`config.mk`:
```
export PLATFORM = sky130hd
export DESIGN_NAME = mdu_iterative
export DESIGN_NICKNAME = d
export VERILOG_FILES = /design/src/rtl/mdu_iterative.sv
export SDC_FILE = /design/constraint.sdc
export NUM_CORES = 1
export LEC_CHECK = 0
export ABC_AREA = 1
export CORE_ASPECT_RATIO = 1.1
export CORE_MARGIN = 2
export CORE_UTILIZATION = 40
export DETAILED_ROUTE_END_ITERATION = 8
export SYNTH_ARGS = -nofsm -noshare
export SYNTH_HDL_FRONTEND = slang
export SYNTH_SLANG_ARGS = --single-unit
```
`constraint.sdc`:
```
create_clock -name clk -period 2.2 [get_ports clk]
set_input_delay 0.22 -clock clk [delete_from_list [all_inputs] [get_ports clk]]
set_output_delay 0.22 -clock clk [all_outputs]
set_load 0.01 [all_outputs]
```
`src/rtl/mdu_iterative.sv`:
```
// Iterative RV32M/RV64M multiply/divide unit: one bit per cycle, fixed XLEN+1 cycle latency.
// Define MDU_DIV_EN to build the divider; without it, divide/remainder requests finish at once with `illegal`.
module mdu_iterative #(
    parameter int XLEN = 32
) (
    input  logic            clk,
    input  logic            reset,
    input  logic            start,
    input  logic [2:0]      funct3,
    input  logic [XLEN-1:0] a,
    input  logic [XLEN-1:0] b,
    output logic            busy,
    output logic            done,
    output logic [XLEN-1:0] result,
    output logic            illegal,
    output logic [1:0]      dbg_state
);

    localparam int CW = $clog2(XLEN) + 1;
    localparam logic [CW-1:0] CNT_INIT = CW'(XLEN);

    typedef enum logic [1:0] {
        S_IDLE = 2'd0,
        S_CALC = 2'd1,
        S_FIN  = 2'd2
    } state_t;

    state_t              state_q, state_d;
    logic [2:0]          op_q, op_d;
    logic [2*XLEN-1:0]   acc_q, acc_d;
    logic [XLEN-1:0]     mcand_q, mcand_d;
    logic                neg_q, neg_d;
    logic [CW-1:0]       cnt_q, cnt_d;
    logic [XLEN-1:0]     result_q, result_d;
    logic                done_q, done_d;
    logic                illegal_q, illegal_d;

    logic                accept;
    logic                a_sgn, b_sgn, a_neg, b_neg;
    logic [XLEN-1:0]     a_mag, b_mag;
    logic [XLEN:0]       mul_sum;
    logic [2*XLEN-1:0]   mul_step;
    logic [2*XLEN-1:0]   mul_full;
    logic [XLEN-1:0]     mul_res;

    // The done cycle still counts as busy so the next start lands one cycle later.
    assign accept = (state_q == S_IDLE) && !done_q && start;

    assign a_sgn = funct3[2] ? ~funct3[0] : (funct3[1] ^ funct3[0]);
    assign b_sgn = funct3[2] ? ~funct3[0] : (funct3[1:0] == 2'b01);
    assign a_neg = a_sgn & a[XLEN-1];
    assign b_neg = b_sgn & b[XLEN-1];
    assign a_mag = a_neg ? ('0 - a) : a;
    assign b_mag = b_neg ? ('0 - b) : b;

    // acc = {partial product high, remaining multiplier bits}; shift right once per cycle.
    assign mul_sum  = {1'b0, acc_q[2*XLEN-1:XLEN]} + (acc_q[0] ? {1'b0, mcand_q} : '0);
    assign mul_step = {mul_sum, acc_q[XLEN-1:1]};
    assign mul_full = neg_q ? ('0 - acc_q) : acc_q;
    assign mul_res  = (op_q[1:0] == 2'b00) ? mul_full[XLEN-1:0] : mul_full[2*XLEN-1:XLEN];

`ifdef MDU_DIV_EN
    logic [XLEN:0]       rem_shift;
    logic [XLEN:0]       div_diff;
    logic [2*XLEN-1:0]   div_step;
    logic [XLEN-1:0]     div_sel;
    logic [XLEN-1:0]     div_res;

    // acc = {remainder, dividend bits becoming quotient bits}. Since remainder < divisor,
    // the top bit of the XLEN+1-bit difference is exactly the borrow.
    assign rem_shift = {acc_q[2*XLEN-1:XLEN], acc_q[XLEN-1]};
    assign div_diff  = rem_shift - {1'b0, mcand_q};
    assign div_step  = {(div_diff[XLEN] ? rem_shift[XLEN-1:0] : div_diff[XLEN-1:0]),
                        acc_q[XLEN-2:0], ~div_diff[XLEN]};
    assign div_sel   = op_q[1] ? acc_q[2*XLEN-1:XLEN] : acc_q[XLEN-1:0];
    assign div_res   = neg_q ? ('0 - div_sel) : div_sel;
`endif

    always_comb begin
        state_d   = state_q;
        op_d      = op_q;
        acc_d     = acc_q;
        mcand_d   = mcand_q;
        neg_d     = neg_q;
        cnt_d     = cnt_q;
        result_d  = result_q;
        done_d    = 1'b0;
        illegal_d = 1'b0;
        case (state_q)
            S_IDLE: begin
                if (accept) begin
                    op_d    = funct3;
                    cnt_d   = CNT_INIT;
                    state_d = S_CALC;
                    if (funct3[2]) begin
`ifdef MDU_DIV_EN
                        acc_d   = {{XLEN{1'b0}}, a_mag};
                        mcand_d = b_mag;
                        // Forcing a positive quotient on b == 0 leaves the all-ones result intact.
                        neg_d   = funct3[1] ? a_neg : ((a_neg ^ b_neg) && (b != '0));
`else
                        state_d = S_FIN;
`endif
                    end else begin
                        acc_d   = {{XLEN{1'b0}}, b_mag};
                        mcand_d = a_mag;
                        neg_d   = a_neg ^ b_neg;
                    end
                end
            end
            S_CALC: begin
                cnt_d = cnt_q - CW'(1);
                if (cnt_q == CW'(1)) begin
                    state_d = S_FIN;
                end
`ifdef MDU_DIV_EN
                acc_d = op_q[2] ? div_step : mul_step;
`else
                acc_d = mul_step;
`endif
            end
            S_FIN: begin
                state_d = S_IDLE;
                done_d  = 1'b1;
`ifdef MDU_DIV_EN
                result_d = op_q[2] ? div_res : mul_res;
`else
                result_d  = op_q[2] ? '0 : mul_res;
                illegal_d = op_q[2];
`endif
            end
            default: state_d = S_IDLE;
        endcase
    end

    always_ff @(posedge clk) begin
        if (reset) begin
            state_q   <= S_IDLE;
            op_q      <= '0;
            acc_q     <= '0;
            mcand_q   <= '0;
            neg_q     <= 1'b0;
            cnt_q     <= '0;
            result_q  <= '0;
            done_q    <= 1'b0;
            illegal_q <= 1'b0;
        end else begin
            state_q   <= state_d;
            op_q      <= op_d;
            acc_q     <= acc_d;
            mcand_q   <= mcand_d;
            neg_q     <= neg_d;
            cnt_q     <= cnt_d;
            result_q  <= result_d;
            done_q    <= done_d;
            illegal_q <= illegal_d;
        end
    end

    assign busy      = (state_q != S_IDLE) || done_q;
    assign done      = done_q;
    assign result    = result_q;
    assign illegal   = illegal_q;
    assign dbg_state = state_q;

endmodule

```
# Word-level counts from Yosys, hierarchy flattened
# Index checks and enable logic that the tools add are counted.
# word_totals
elab_cells	60
reg_bits	142
# op_classes
mux	18
n_addsub	5
reduce_logical	14
n_bitwise	7
n_eq_ne	7
# ops
operator	n
64-bit 2-to-1 mux	3
32-bit 2-to-1 mux	5
64-bit case mux with 2 select lines	1
1-bit by 32-bit subtractor with 32-bit output (first input constant)	2
1-bit by 64-bit subtractor with 64-bit output (first input constant)	1
32-bit by 32-bit adder with 33-bit output	1
6-bit case mux with 2 select lines	1
6-bit by 1-bit equality test with 1-bit output (second input constant)	1
2-bit 2-to-1 mux	3
6-bit 2-to-1 mux	1
2-bit != test (second input constant)	3
2-bit AND reduction	3
3-bit AND reduction	2
6-bit by 1-bit subtractor with 6-bit output (second input constant)	1
2-bit by 1-bit equality test with 1-bit output (second input constant)	2
2-bit zero test	2
2-bit case mux with 2 select lines	1
2-bit nonzero test	2
1-bit 2-to-1 mux	3
1-bit NOT	3
1-bit bitwise AND	2
2-bit equality test (second input constant)	1
1-bit logical AND	2
2-bit OR reduction	1
3 further kinds	4

# Logic depth before layout (Yosys ltp)
# logic_depth
depth_word	7
mapped_depth	19
ltp_nobuf	17

# Worst setup path after synthesis
# Ideal clock, no wire load.
# synth_timing
path_kind	register to register
start	register acc_q[0]
end	register acc_q[61]
setup_time_ps	132
arrival_ps	2200
stages_incl_launch_ff	20
path_slack_ps	-132
required_time_ps	2068
path_buffers	2
cell_sequence	dfxtp_1 -> buf_2 -> clkbuf_1 -> nand2_1 -> inv_1 -> ha_1 -> inv_1 -> fa_1 -> inv_1 -> nand3_1 -> nand2_1 -> nand3_1 -> nand2_1 -> nand2_1 -> nand2_1 -> nand2_1 -> nand2_1 -> nand2_1 -> nand3_1 -> a21oi_1
# synth_via
elab_chain_len	3
# synth_rtl
element	line	text
start, declared	30	logic [2*XLEN-1:0] acc_q, acc_d;
start signal, assigned	140	acc_q <= '0;
start signal, assigned	150	acc_q <= acc_d;
32-bit 2-to-1 mux	57	assign mul_sum = {1'b0, acc_q[2*XLEN-1:XLEN]} + (acc_q[0] ? {1'b0, mcand_q} : '0);
32-bit by 32-bit adder with 33-bit output	57	
64-bit case mux with 2 select lines	89	case (state_q)
# Every way passes these cells.
# A chain may end at the register's enable or synchronous reset.

# Final worst setup path
# layout_timing
start	register acc_q[0]
end	register acc_q[55]
# The elaborated chain is that of the path after synthesis.

==> results.tsv <==
stage	metric	value	unit
yosys	largest area contributor in the netlist	dfxtp_1	
yosys	post-synth top area share	24.4	%
yosys	syn avg cell area	5.75	um2
setup_path	CP delay by family, top	simple AND/OR/NAND/NOR gates	
global_route	total gr overflow	0	
floorplanning	Starting Density	40.6	%
setup_path	r2r worst-path depth	13	
floorplanning	Die Ht	183	um
yosys	Synth area leaders	dfxtp_1 (24%), nand2_1 (19%), nand3_1 (8.8%)	
setup_path	critical path arrival	2560	ps
final_layout	Finished Layout Cells	2591	
global_route	gr usage total	26.3	%
timing	final max-slew violation count	0	
timing	max_slew headroom	32.7	%
clock_network	CTS Buffer Depth	2	
placement	number of port buffers	106	
clock_network	Clk Tree Root Cell	clkbuf_16	
floorplanning	row count	65	
global_route	first-pass GRT wire length	64.8	mm
timing	Setup-failing EPs final	1	
power_and_ir_drop	maximum vdd drop	401	uV
power_and_ir_drop	Leakage	0.00690	uW
setup_path	worst endpoint required time	2560	ps
timing	RSZ-0062 raised after global routing	yes	
final_layout	Reg area	0.00285	mm2
timing	crit path time final	2200	ps
setup_path	Worst Setup Start Kind	flip-flop	
yosys	sequential area share after synthesis	24.4	%
floorplanning	Die Wd	167	um
global_route	vias in the first global route	12300	
clock_network	clk slew on worst S/H paths	70	ps
setup_path	CP Cell Sequence	clkbuf_16 -> nand2_2 -> inv_1 -> ha_4 -> nand2_1 -> nor2_2 -> inv_1 -> nor3_2 -> nand3_2 -> buf_4 -> nand4_1 -> nand3_1 -> a21oi_1	
hold_path	hold depth	3	
yosys	Post-synth top flop	dfxtp_1	
final_layout	area of the multi-input gates	0.00817	mm2
final_layout	proportion of layout cells with a drive suffix above 1	14.1	%
clock_network	sink count of the clock tree	142	
global_route	met2 Track Usage GR	41.3	%
hold_path	Hold Path Class	input port to flip-flop	
detailed_routing	routed vias/inst	5.28	
setup_path	CP max-delay cell	dfxtp_4	
detailed_routing	drt first pass iters	6	
global_route	initial antenna violation count	0	
placement	RD Place Congestion	0.953	
timing	min setup slack post-route	-0.719	ps
yosys	most frequent cell after synthesis	nand2_1	
timing	Final period util	100	%
setup_path	critical path class	flip-flop to flip-flop	
setup_path	critical path capture point type	flip-flop	
detailed_routing	DRT antenna net count	0	
yosys	Syn Std Cell Area	0.0117	mm2
yosys	synth cell count leaders	nand2_1 (580), inv_1 (260), nor2_1 (210)	
run_status	failing checks	negative setup slack	
setup_path	CP Max Fanout	15	
timing	hold_ws	420	ps
final_layout	# fillers	3002	
detailed_routing	DR WL/cell	15.9	um
yosys	post-synthesis cell count	2031	
global_route	grt peak-use layer	met2	
timing	f_max	454	MHz
yosys	syn nets	2140	
setup_path	critical path depth	13	
floorplanning	die area	0.0306	mm2
setup_path	Most common cell on crit path	inv_1	
final_layout	Antenna Cells	0	
detailed_routing	vias post-DR	13700	
final_layout	Layout Nets	2319	
yosys	Warnings, synthesis	0	
timing	Hold Fails Final Rpt	0	
detailed_routing	initial DRC count	1109	
detailed_routing	drc violations	0	
clock_network	TritonCTS buffer count	17	
power_and_ir_drop	overall power	8320	uW
clock_network	CTS H-tree lvls	4	
yosys	Yosys reg bits	142	
flow_run	Max-Cap Viols	0	
power_and_ir_drop	pwr dens	548	mW/mm2
yosys	number of flops mapped to enable cells by yosys	0	
timing	clock skew	10.4	ps
timing	worst slew pin tran	1000	ps
yosys	ys async rst share	0	%
placement	post-detailed-placement half-perimeter wirelength	32.2	mm
placement	DP Cell Count	2552	
global_route	met1 Use GR	37.6	%
global_route	GR met3 Demand/Resource	3.09	%
final_layout	fin util	52.9	%
floorplanning	# IOs	107	
clock_network	TritonCTS clock tree	done	
run_status	status	finished, violations left	
yosys	Synth cell types	48	
floorplanning	Core ar.	0.0287	mm2
global_route	largest net degree at the start of global routing	57	
setup_path	Crit path buffers/inverters	4	
detailed_routing	final WL	41.2	mm
final_layout	Area growth syn-to-layout	30.1	%
setup_path	worst stage delay on the critical path	380	ps
clock_network	clock latency on the worst-skew pair	440	ps
## cell families after synthesis
family,share of synthesized area (%)
AO/OA/AOI/OAI,18.7
adder cells (fa/ha/maj),4.25
XOR/XNOR,1.35
AND/OR/NAND/NOR,40.2
flip-flops,24.4
buffers and inverters,11.2
## path summary, 6_finish.rpt
kind / end / slack, ps / start
setup / recovery: acc_q[55] / -0.7 / acc_q[0]
hold / removal: mcand_q[2] / 420 / a[2]
setup reg to reg: acc_q[55] / -0.7 / acc_q[0]
hold reg to reg: op_q[1] / 460 / op_q[1]
## tightest hold or removal path: cells and delay by family
family / cells / cell delay (ps)
buffers and inverters: 1 / 430
AO/OA/AOI/OAI: 2 / 150
## metrics by stage
step / setup TNS, ps / area, um2 / worst slack, ps
4_1_cts: 0 / 14500 / 4.42
3_3_place_gp: -72.8 / 13800 / -32.8
3_5_place_dp: -656 / 13800 / -79.5
5_1_grt: -509 / 15200 / -66.6
2_1_floorplan: 0 / 11700 / 13.3
6_report: -0.719 / 15200 / -0.719
## registers in the layout, indices dropped and copies added, names as in the netlist
name / cells
acc_q: 64
cnt_q: 6
dbg_state: 2
done: 1
illegal: 1
mcand_q: 32
neg_q: 1
op_q: 3
result: 32
## power by group
group          total (uW)  leakage (uW)  internal [uW]  switching (uW)
registers            2890       0.00116           2720             165
logic                2460       0.00545            936            1520
clock network        2980      0.000287           1730            1250
total                8320       0.00690           5390            2940
## cells in the final DEF (no fill, tap or decap), drive strengths merged, types with 38 or more instances in the layout
cell and n:
a21oi 192, buf 120, clkdlybuf4s50 105, dfxtp 142, ha 38, inv 270, nand2 586, nand3 208
nor2 221, o21ai 130
## per-layer routing
metal,wire length [um],up-vias
met1,20000,6262
met5,0,-
met2,18300,364
met4,1070,0
li1,-,7008
met3,1900,57
## area by class of cell
cell class | count | share of cell area [%]
timing repair buffer | 228 | 13.9
clock inverter | 13 | 1.01
inverter | 266 | 6.59
sequential | 142 | 18.8
multi-input combinational | 1555 | 53.8
clock buffer | 19 | 2.92
tap | 368 | 3.03
## timing repair
action | in CTS | in global routing
pin swaps | 0 | 33
setup buffers | 0 | 4
gates resized for setup | 5 | 141
hold endpoints to repair | 4 | 0
cloned | 0 | 2
endpoints found under the setup margin | 17 | 37
hold buffers | 1 | 0
Power figures use the tool's default switching activity.
